**config.mk**
```make
export PLATFORM = sky130hd
export DESIGN_NAME = ervp_seq_multiplier
export DESIGN_NICKNAME = d
export VERILOG_FILES = /design/src/rtl/ervp_seq_multiplier.sv
export SDC_FILE = /design/constraint.sdc
export NUM_CORES = 1
export LEC_CHECK = 0
export CORE_MARGIN = 2
export CORE_UTILIZATION = 25
export DETAILED_ROUTE_END_ITERATION = 12
export SYNTH_ARGS = -nofsm -noshare
export SYNTH_HDL_FRONTEND = slang
export SYNTH_SLANG_ARGS = --single-unit
```
**constraint.sdc**
```tcl
create_clock -name clk -period 7.7 [get_ports clk]
set_input_delay 0.77 -clock clk [delete_from_list [all_inputs] [get_ports clk]]
set_output_delay 0.77 -clock clk [all_outputs]
set_load 0.02 [all_outputs]
```
**src/rtl/ervp_seq_multiplier.sv**
```systemverilog
// Sequential shift-and-add multiplier, signed/unsigned, one partial product per cycle.
// Define ERVP_SEQ_MULTIPLIER_EARLY_EXIT_EN to stop as soon as the multiplier runs out of set bits.
module ervp_seq_multiplier #(
    parameter int BW_DATA = 32
) (
    input  logic               clk,
    input  logic               rstnn,
    input  logic               enable,
    output logic               busy,
    input  logic               start,
    input  logic               is_unsigned,
    input  logic [BW_DATA-1:0] multiplicand,
    input  logic [BW_DATA-1:0] multiplier,
    output logic [BW_DATA-1:0] product_high,
    output logic [BW_DATA-1:0] product_low,
    output logic               done
);

    localparam int BW_PROD = 2 * BW_DATA;
    localparam int BW_CNT  = $clog2(BW_DATA + 1);

    localparam logic [BW_DATA-1:0] DATA_ONE = BW_DATA'(1);
    localparam logic [BW_PROD-1:0] PROD_ONE = BW_PROD'(1);
    localparam logic [BW_CNT-1:0]  CNT_ONE  = BW_CNT'(1);
    localparam logic [BW_CNT-1:0]  CNT_INIT = BW_CNT'(BW_DATA);

    typedef enum logic {
        IDLE,
        RUN
    } state_t;

    state_t               state, state_n;
    logic [BW_PROD-1:0]   acc, acc_n;
    logic [BW_PROD-1:0]   mcand, mcand_n;
    logic [BW_DATA-1:0]   mplier, mplier_n;
    logic [BW_CNT-1:0]    count, count_n;
    logic                 sign, sign_n;
    logic [BW_PROD-1:0]   product, product_n;
    logic                 done_r, done_n;

    logic [BW_DATA-1:0]   mag_a, mag_b;
    logic [BW_PROD-1:0]   addend, acc_sum;
    logic [BW_DATA-1:0]   mplier_shr;
    logic                 last;

    always_ff @(posedge clk) begin
        if (!rstnn) begin
            state   <= IDLE;
            acc     <= '0;
            mcand   <= '0;
            mplier  <= '0;
            count   <= '0;
            sign    <= 1'b0;
            product <= '0;
            done_r  <= 1'b0;
        end else begin
            state   <= state_n;
            acc     <= acc_n;
            mcand   <= mcand_n;
            mplier  <= mplier_n;
            count   <= count_n;
            sign    <= sign_n;
            product <= product_n;
            done_r  <= done_n;
        end
    end

    always_comb begin
        state_n   = state;
        acc_n     = acc;
        mcand_n   = mcand;
        mplier_n  = mplier;
        count_n   = count;
        sign_n    = sign;
        product_n = product;
        done_n    = 1'b0;

        // Negating the most negative value wraps back to itself, which read
        // as unsigned is exactly 2^(BW_DATA-1).
        mag_a = (!is_unsigned && multiplicand[BW_DATA-1])
              ? (~multiplicand + DATA_ONE) : multiplicand;
        mag_b = (!is_unsigned && multiplier[BW_DATA-1])
              ? (~multiplier + DATA_ONE) : multiplier;

        addend     = mplier[0] ? mcand : '0;
        acc_sum    = acc + addend;
        mplier_shr = mplier >> 1;

`ifdef ERVP_SEQ_MULTIPLIER_EARLY_EXIT_EN
        last = (mplier_shr == '0) || (count == CNT_ONE);
`else
        last = (count == CNT_ONE);
`endif

        if (enable) begin
            unique case (state)
                IDLE: begin
                    if (start) begin
                        sign_n = ~is_unsigned &
                                 (multiplicand[BW_DATA-1] ^ multiplier[BW_DATA-1]);
                        if (mag_a == '0 || mag_b == '0) begin
                            product_n = '0;
                            done_n    = 1'b1;
                        end else begin
                            state_n  = RUN;
                            acc_n    = '0;
                            mcand_n  = {{BW_DATA{1'b0}}, mag_a};
                            mplier_n = mag_b;
                            count_n  = CNT_INIT;
                        end
                    end
                end
                RUN: begin
                    acc_n    = acc_sum;
                    mcand_n  = mcand << 1;
                    mplier_n = mplier_shr;
                    count_n  = count - CNT_ONE;
                    if (last) begin
                        state_n   = IDLE;
                        product_n = sign ? (~acc_sum + PROD_ONE) : acc_sum;
                        done_n    = 1'b1;
                    end
                end
            endcase
        end
    end

    assign busy         = (state == RUN);
    assign done         = done_r;
    assign product_high = product[BW_PROD-1:BW_DATA];
    assign product_low  = product[BW_DATA-1:0];

endmodule

```
==> reports/qor.csv, run 1 <==
metric;value;unit
cts.htree.levels;1;
status;finished, final reports clean;
place_congestion;0.9599;
drtPass1Iterations;6;
grt_pass1_wl;92940;um
drtAntennaViolNets;0;
start_util;25.20;%
multiInputGateArea;12190;um^2
slew_viol_final;0;
drc;0;
io_buffers;134;
cp-startpoint;mplier[0]$_SDFFE_PN0P_;
clkTransAtPathRegs;0.06;ns
hpwlAfterDp;45310;um
tritoncts;yes;
min_path_type;flip-flop to flip-flop;
row_count;97;
hold_path_end;product[47]$_SDFFE_PN0P_;
hold_buffers;0;
grt.overflow.total;0;
crit_path_end_kind;flip-flop;
area_growth;17.00;%
min_delay_path_depth;2;
grt_pass1_vias;16160;
hold_viol_final;0;
async_flop_share;0;%
period_needed;6.005;ns
r2r_cells;14;
wire_per_inst;17.74;um
grtUsageTotal;15.61;%
clock_sink_count;233;
leakage;7.127;nW
synthFlopType;dfxtp_1;
ys_seq_area_share;26.48;%
tns;0;ns
reg2reg_slack;1.70;ns
finClkSkew;0.01306;ns
drive_gt1_share;4.528;%
clockBufferDepth;3;
peakVddDrop;178.4;uV
syn_area;17610;um^2
fin_util;29.48;%
syn_nets;2505;
drtIter0Drc;1658;
clkLatencyLatePin;0.56;ns
cap_viol_max_count;0;
regArea;4669;um^2
startpoint_type;flip-flop;
cts_resized;0;
grt_max_degree;129;
drt-total-wl;59370;um
vias;17430;
max_freq;166.5;MHz
antenna_cells;0;
antenna_found_initial;0;
die_y;269.4;um
setup_viol;0;
synth_cells;2367;
required;8.11;ns
io-pin-count;135;
die_w;269.4;um
final_nets;2527;
synth.distinct_cells;86;
die_area;72590;um^2
vias_per_cell;5.207;
rsz0062_at_grt;no;
r2r-end;product[62]$_SDFFE_PN0P_;
avgSynthCellArea;7.441;um^2
max_slew_margin;26.53;%
ys_seq_elements;233;
cp_max_fo;30;
fin_crit_sh;77.98;%
tightestPinTransition;1.074;ns
cts_buffers;27;
cts-root-buf;clkbuf_16;
worstPathArrival;6.42;ns
synth-edff-count;0;
min_from;product[47]$_SDFFE_PN0P_;
coreArea;69910;um^2
r2r-start;mplier[0]$_SDFFE_PN0P_;
yosysWarnings;0;
post_cts_buffers;0;
p_per_area;145.8;nW/um^2
fillers;7703;
critPathKind;flip-flop to flip-flop;
## cell usage in the layout (no fill, tap or decap), types with 14 or more instances in the layout
cell type	instances
a31oi_1	14
nor4_1	38
clkdlybuf4s50_1	133
clkbuf_16	27
xor2_1	69
nor2_1	223
a21o_1	22
o41ai_1	18
or3_1	26
o21ai_0	117
or4_1	17
o21a_1	17
nor3_1	58
dfxtp_1	231
ha_1	68
nor2b_1	195
buf_4	24
inv_1	35
nand3_1	46
nand4_1	47
nand2_1	174
xnor2_1	97
and2_1	71
o31ai_1	26
a21oi_1	239
nand2b_1	14
a22oi_1	126
a211oi_1	14
## per-layer routing
metal	track usage, %	wire (um)
met3	1.532	3358
met2	24.91	26330
met5	0	0
met4	4.094	1402
met1	22.36	28280
## worst max-delay path by stage
stage	endpoint	slack [ns]	cells past startpoint
2_1_floorplan	product[44]$_SDFFE_PN0P_	2.86	19
3_3_place_gp	acc[43]$_SDFFE_PN0P_	1.63	13
3_5_place_dp	acc[37]$_SDFFE_PN0P_	1.63	13
4_1_cts	product[60]$_SDFFE_PN0P_	1.78	14
5_1_grt	product[62]$_SDFFE_PN0P_	1.29	14
6_report	product[62]$_SDFFE_PN0P_	1.70	14
## synth_stat cells, drive strengths merged (35+ instances only)
| cell type | instances | share of area, % |
|---|---|---|
| a22oi | 126 | 5.4 |
| clkbuf | 130 | 2.8 |
| xnor2 | 97 | 4.8 |
| nand3 | 46 | 1.3 |
| nor4 | 40 | 1.5 |
| and2 | 73 | 2.6 |
| nor2 | 223 | 4.8 |
| buf | 35 | 0.94 |
| nand2 | 175 | 3.7 |
| a21oi | 241 | 6.9 |
| dfxtp | 233 | 26 |
| nor3 | 60 | 1.8 |
| inv | 35 | 0.75 |
| xor2 | 69 | 3.4 |
| o21ai | 129 | 3.7 |
| nand4 | 47 | 1.7 |
| nor2b | 195 | 6.9 |
| ha | 68 | 4.8 |
## cell families (layout without fill, tap and decap cells)
family | after synthesis | after routing | synth area share, %
buffers and inverters | 200 | 240 | 4.461
adders and majority gates | 69 | 69 | 4.944
AOI/OAI and AO/OA | 721 | 721 | 26.58
xor gates and xnor gates | 166 | 166 | 8.255
and+or+nand+nor | 969 | 969 | 28.77
muxes | 9 | 9 | 0.5115
DFF | 233 | 233 | 26.48
## worst max-delay path: stages (launching register included)
cell and delay, ns:
dfxtp_1 0.79, and2_1 0.23, ha_1 0.29, nand2_1 0.17, a2111oi_0 0.59, a221oi_1 0.28
o41ai_1 0.71, xor2_1 0.26, or2_1 0.32, or3_1 0.49, nor4_2 0.65, nand4_1 0.34
o41ai_1 0.48, xor2_1 0.17, o21ai_0 0.08
## sequential cells by signal, summed over array words and instances (netlist names)
name,cells
sign,1
product,64
count,6
mcand,64
acc,64
done,1
mplier,32
busy,1
## per-stage QoR
stage	hold WS, ns	area, um^2	cells	setup slack, ns	power [mW]
2_1_floorplan	0.4410	17610	2367	2.862	1.544
3_3_place_gp	0.4351	19700	3300	1.632	1.684
3_5_place_dp	0.4457	19700	3300	1.628	1.685
4_1_cts	0.4545	20610	3347	1.780	3.038
5_1_grt	0.4658	20610	3347	1.288	3.124
6_report	0.4474	20610	3347	1.695	3.004
## report_power, final
group | total [mW] | switching, mW | internal, mW | leakage (nW)
Sequential | 1.26 | 0.0276 | 1.23 | 1.89
Clock | 1.34 | 0.546 | 0.797 | 0.447
Combinational | 0.403 | 0.244 | 0.159 | 4.79
Total | 3.00 | 0.817 | 2.19 | 7.13
## final cells by class
| cell class | count | area share (%) |
|---|---|---|
| timing repair buffer | 158 | 7.432 |
| multi-input combinational | 1934 | 59.16 |
| tap | 940 | 5.707 |
| inverter | 35 | 0.6375 |
| clock inverter | 14 | 0.9229 |
| clock buffer | 33 | 3.485 |
| sequential | 233 | 22.66 |
No activity file was read; power rests on OpenSTA's default activity.
==> inputs of run 2 (changes only) <==
- clock period: 7.7 -> 5 ns (I/O delays scaled with it)
==> reports/qor.csv, run 2 (synthesized netlist as in run 1, its figures left out) <==
metric;value;unit;change
area_growth;26.59;%;
vias;17880;;+2.6%
hpwlAfterDp;47710;um;+5.3%
max_freq;207.6;MHz;+25%
tns;0;ns;unchanged
grt_pass1_wl;98010;um;+5.5%
startpoint_type;flip-flop;;
whs;0.4452;ns;-0.002222 ns
tightestPinTransition;0.8884;ns;-0.1859 ns
cts_buffers;29;;+7.4%
drt-total-wl;61380;um;+3.4%
worstPathArrival;5.24;ns;-1.18 ns
crit_path_end_kind;flip-flop;;
clkTransAtPathRegs;0.06;ns;about the same
fin_area;22300;um^2;+8.2%
setup_viol;0;;unchanged
vias_per_cell;5.054;;-2.9%
io-pin-count;135;;unchanged
p_per_area;219.0;nW/um^2;+50%
fin_cells;3537;;+5.7%
tritoncts;yes;;
max_slew_margin;40.35;%;+14 points
wire_per_inst;17.35;um;-2.2%
die_y;269.4;um;unchanged
grtUsageTotal;16.36;%;+0.75 points
required;5.42;ns;-2.69 ns
hold_viol_final;0;;unchanged
start_util;25.20;%;unchanged
min_from;product[41]$_SDFFE_PN0P_;;
placed_area;21200;um^2;+7.6%
drtAntennaViolNets;0;;unchanged
grt.overflow.total;0;;unchanged
finClkSkew;0.01491;ns;+0.001846 ns
io_buffers;134;;unchanged
period_needed;4.816;ns;-1.189 ns
status;finished, final reports clean;;
clock_sink_count;233;;unchanged
antenna_cells;0;;unchanged
peakVddDrop;183.4;uV;+2.8%
cts-root-buf;clkbuf_16;;
antenna_found_initial;0;;unchanged
drive_gt1_share;12.01;%;+7.5 points
leakage;8.196;nW;+15%
dp_slack;0.07454;ns;-1.554 ns
critPathKind;flip-flop to flip-flop;;
drtIter0Drc;1394;;-16%
final_common_cell;a21oi_1;;
drc;0;;unchanged
grt_max_degree;124;;-3.9%
die_w;269.4;um;unchanged
r2r-start;mplier[0]$_SDFFE_PN0P_;;
cp-startpoint;mplier[0]$_SDFFE_PN0P_;;
fin_crit_sh;96.32;%;+18 points
min_path_type;flip-flop to flip-flop;;
coreArea;69910;um^2;unchanged
clkLatencyLatePin;0.57;ns;about the same
cap_viol_max_count;0;;unchanged
power;4.884;mW;+63%
worst_slack;0.1841;ns;-1.511 ns
slew_viol_final;0;;unchanged
fin_util;31.89;%;+2.4 points
placed_cells;3485;;+5.6%
clockBufferDepth;3;;unchanged
row_count;97;;unchanged
place_congestion;0.9740;;+1.5%
grt_pass1_vias;17330;;+7.3%
final_cell_mix;237 x a21oi_1, 231 x dfxtp_1, 223 x nor2_1, 200 x buf_4, 195 x nor2b_1;;
cp_max_fo;27;;-10%
die_area;72590;um^2;unchanged
final_nets;2715;;+7.4%
drtPass1Iterations;6;;unchanged
cts.htree.levels;1;;unchanged
reg_top3;acc (64), mcand (64), product (64);;
[run 2: changes by cell type in the layout (fill, tap and decap cells not counted), moves of 3 or more]
cell	change
buf_4	+176
buf_12	+9
o41ai_1	-3
o41ai_2	+3
[run 2: area by class of cell]
class	count	area, um^2
clock buffers	37	795.8
inverters	35	131.4
clock inverters	14	215.2
multi-input cells	1934	12260
flip-flops and latches	233	4669
well taps	940	1176
repair buffers	344	3044
fillers	7568	47610
[run 2: metal layers]
| metal | vias up | GRT usage (%) | wire length [um] |
|---|---|---|---|
| met3 | 71 | 1.585 | 2618 |
| li1 | 9019 | - | - |
| met4 | 0 | 4.635 | 1552 |
| met1 | 8354 | 23.17 | 29800 |
| met2 | 433 | 26.28 | 27400 |
| met5 | - | 0 | 0 |
[run 2: critical path, stage by stage, from the launching register on]
cell	delay [ns]
dfxtp_1	0.34
buf_12	0.16
and2_1	0.15
ha_1	0.29
buf_4	0.14
nand2_1	0.10
o21ai_0	0.41
a221oi_2	0.07
buf_4	0.19
o311ai_0	0.42
o21ai_0	0.15
buf_4	0.17
xnor2_1	0.15
a311o_1	0.37
nor4_1	0.40
buf_4	0.20
nand4_1	0.23
buf_4	0.23
o31ai_1	0.26
xor2_1	0.16
o21ai_0	0.09
[run 2: worst paths after layout]
check        cells past startpoint  slack, ns                        to
min reg2reg                      2       0.45  product[41]$_SDFFE_PN0P_
max reg2reg                     20       0.18  product[58]$_SDFFE_PN0P_
min                              2       0.45  product[41]$_SDFFE_PN0P_
max                             20       0.18  product[58]$_SDFFE_PN0P_
[run 2: power breakdown]
part / leakage [nW] / switching, mW / total, mW / internal (mW)
clock: 0.491 / 0.880 / 2.26 / 1.38
sequential: 1.89 / 0.0288 / 1.92 / 1.89
combinational: 5.82 / 0.407 / 0.701 / 0.294
total: 8.20 / 1.32 / 4.88 / 3.57
[run 2: repair_timing]
action	in CTS	in global routing
setup endpoints to repair	0	25
resized for setup	0	18
hold buffers	0	0
buffers inserted	0	1
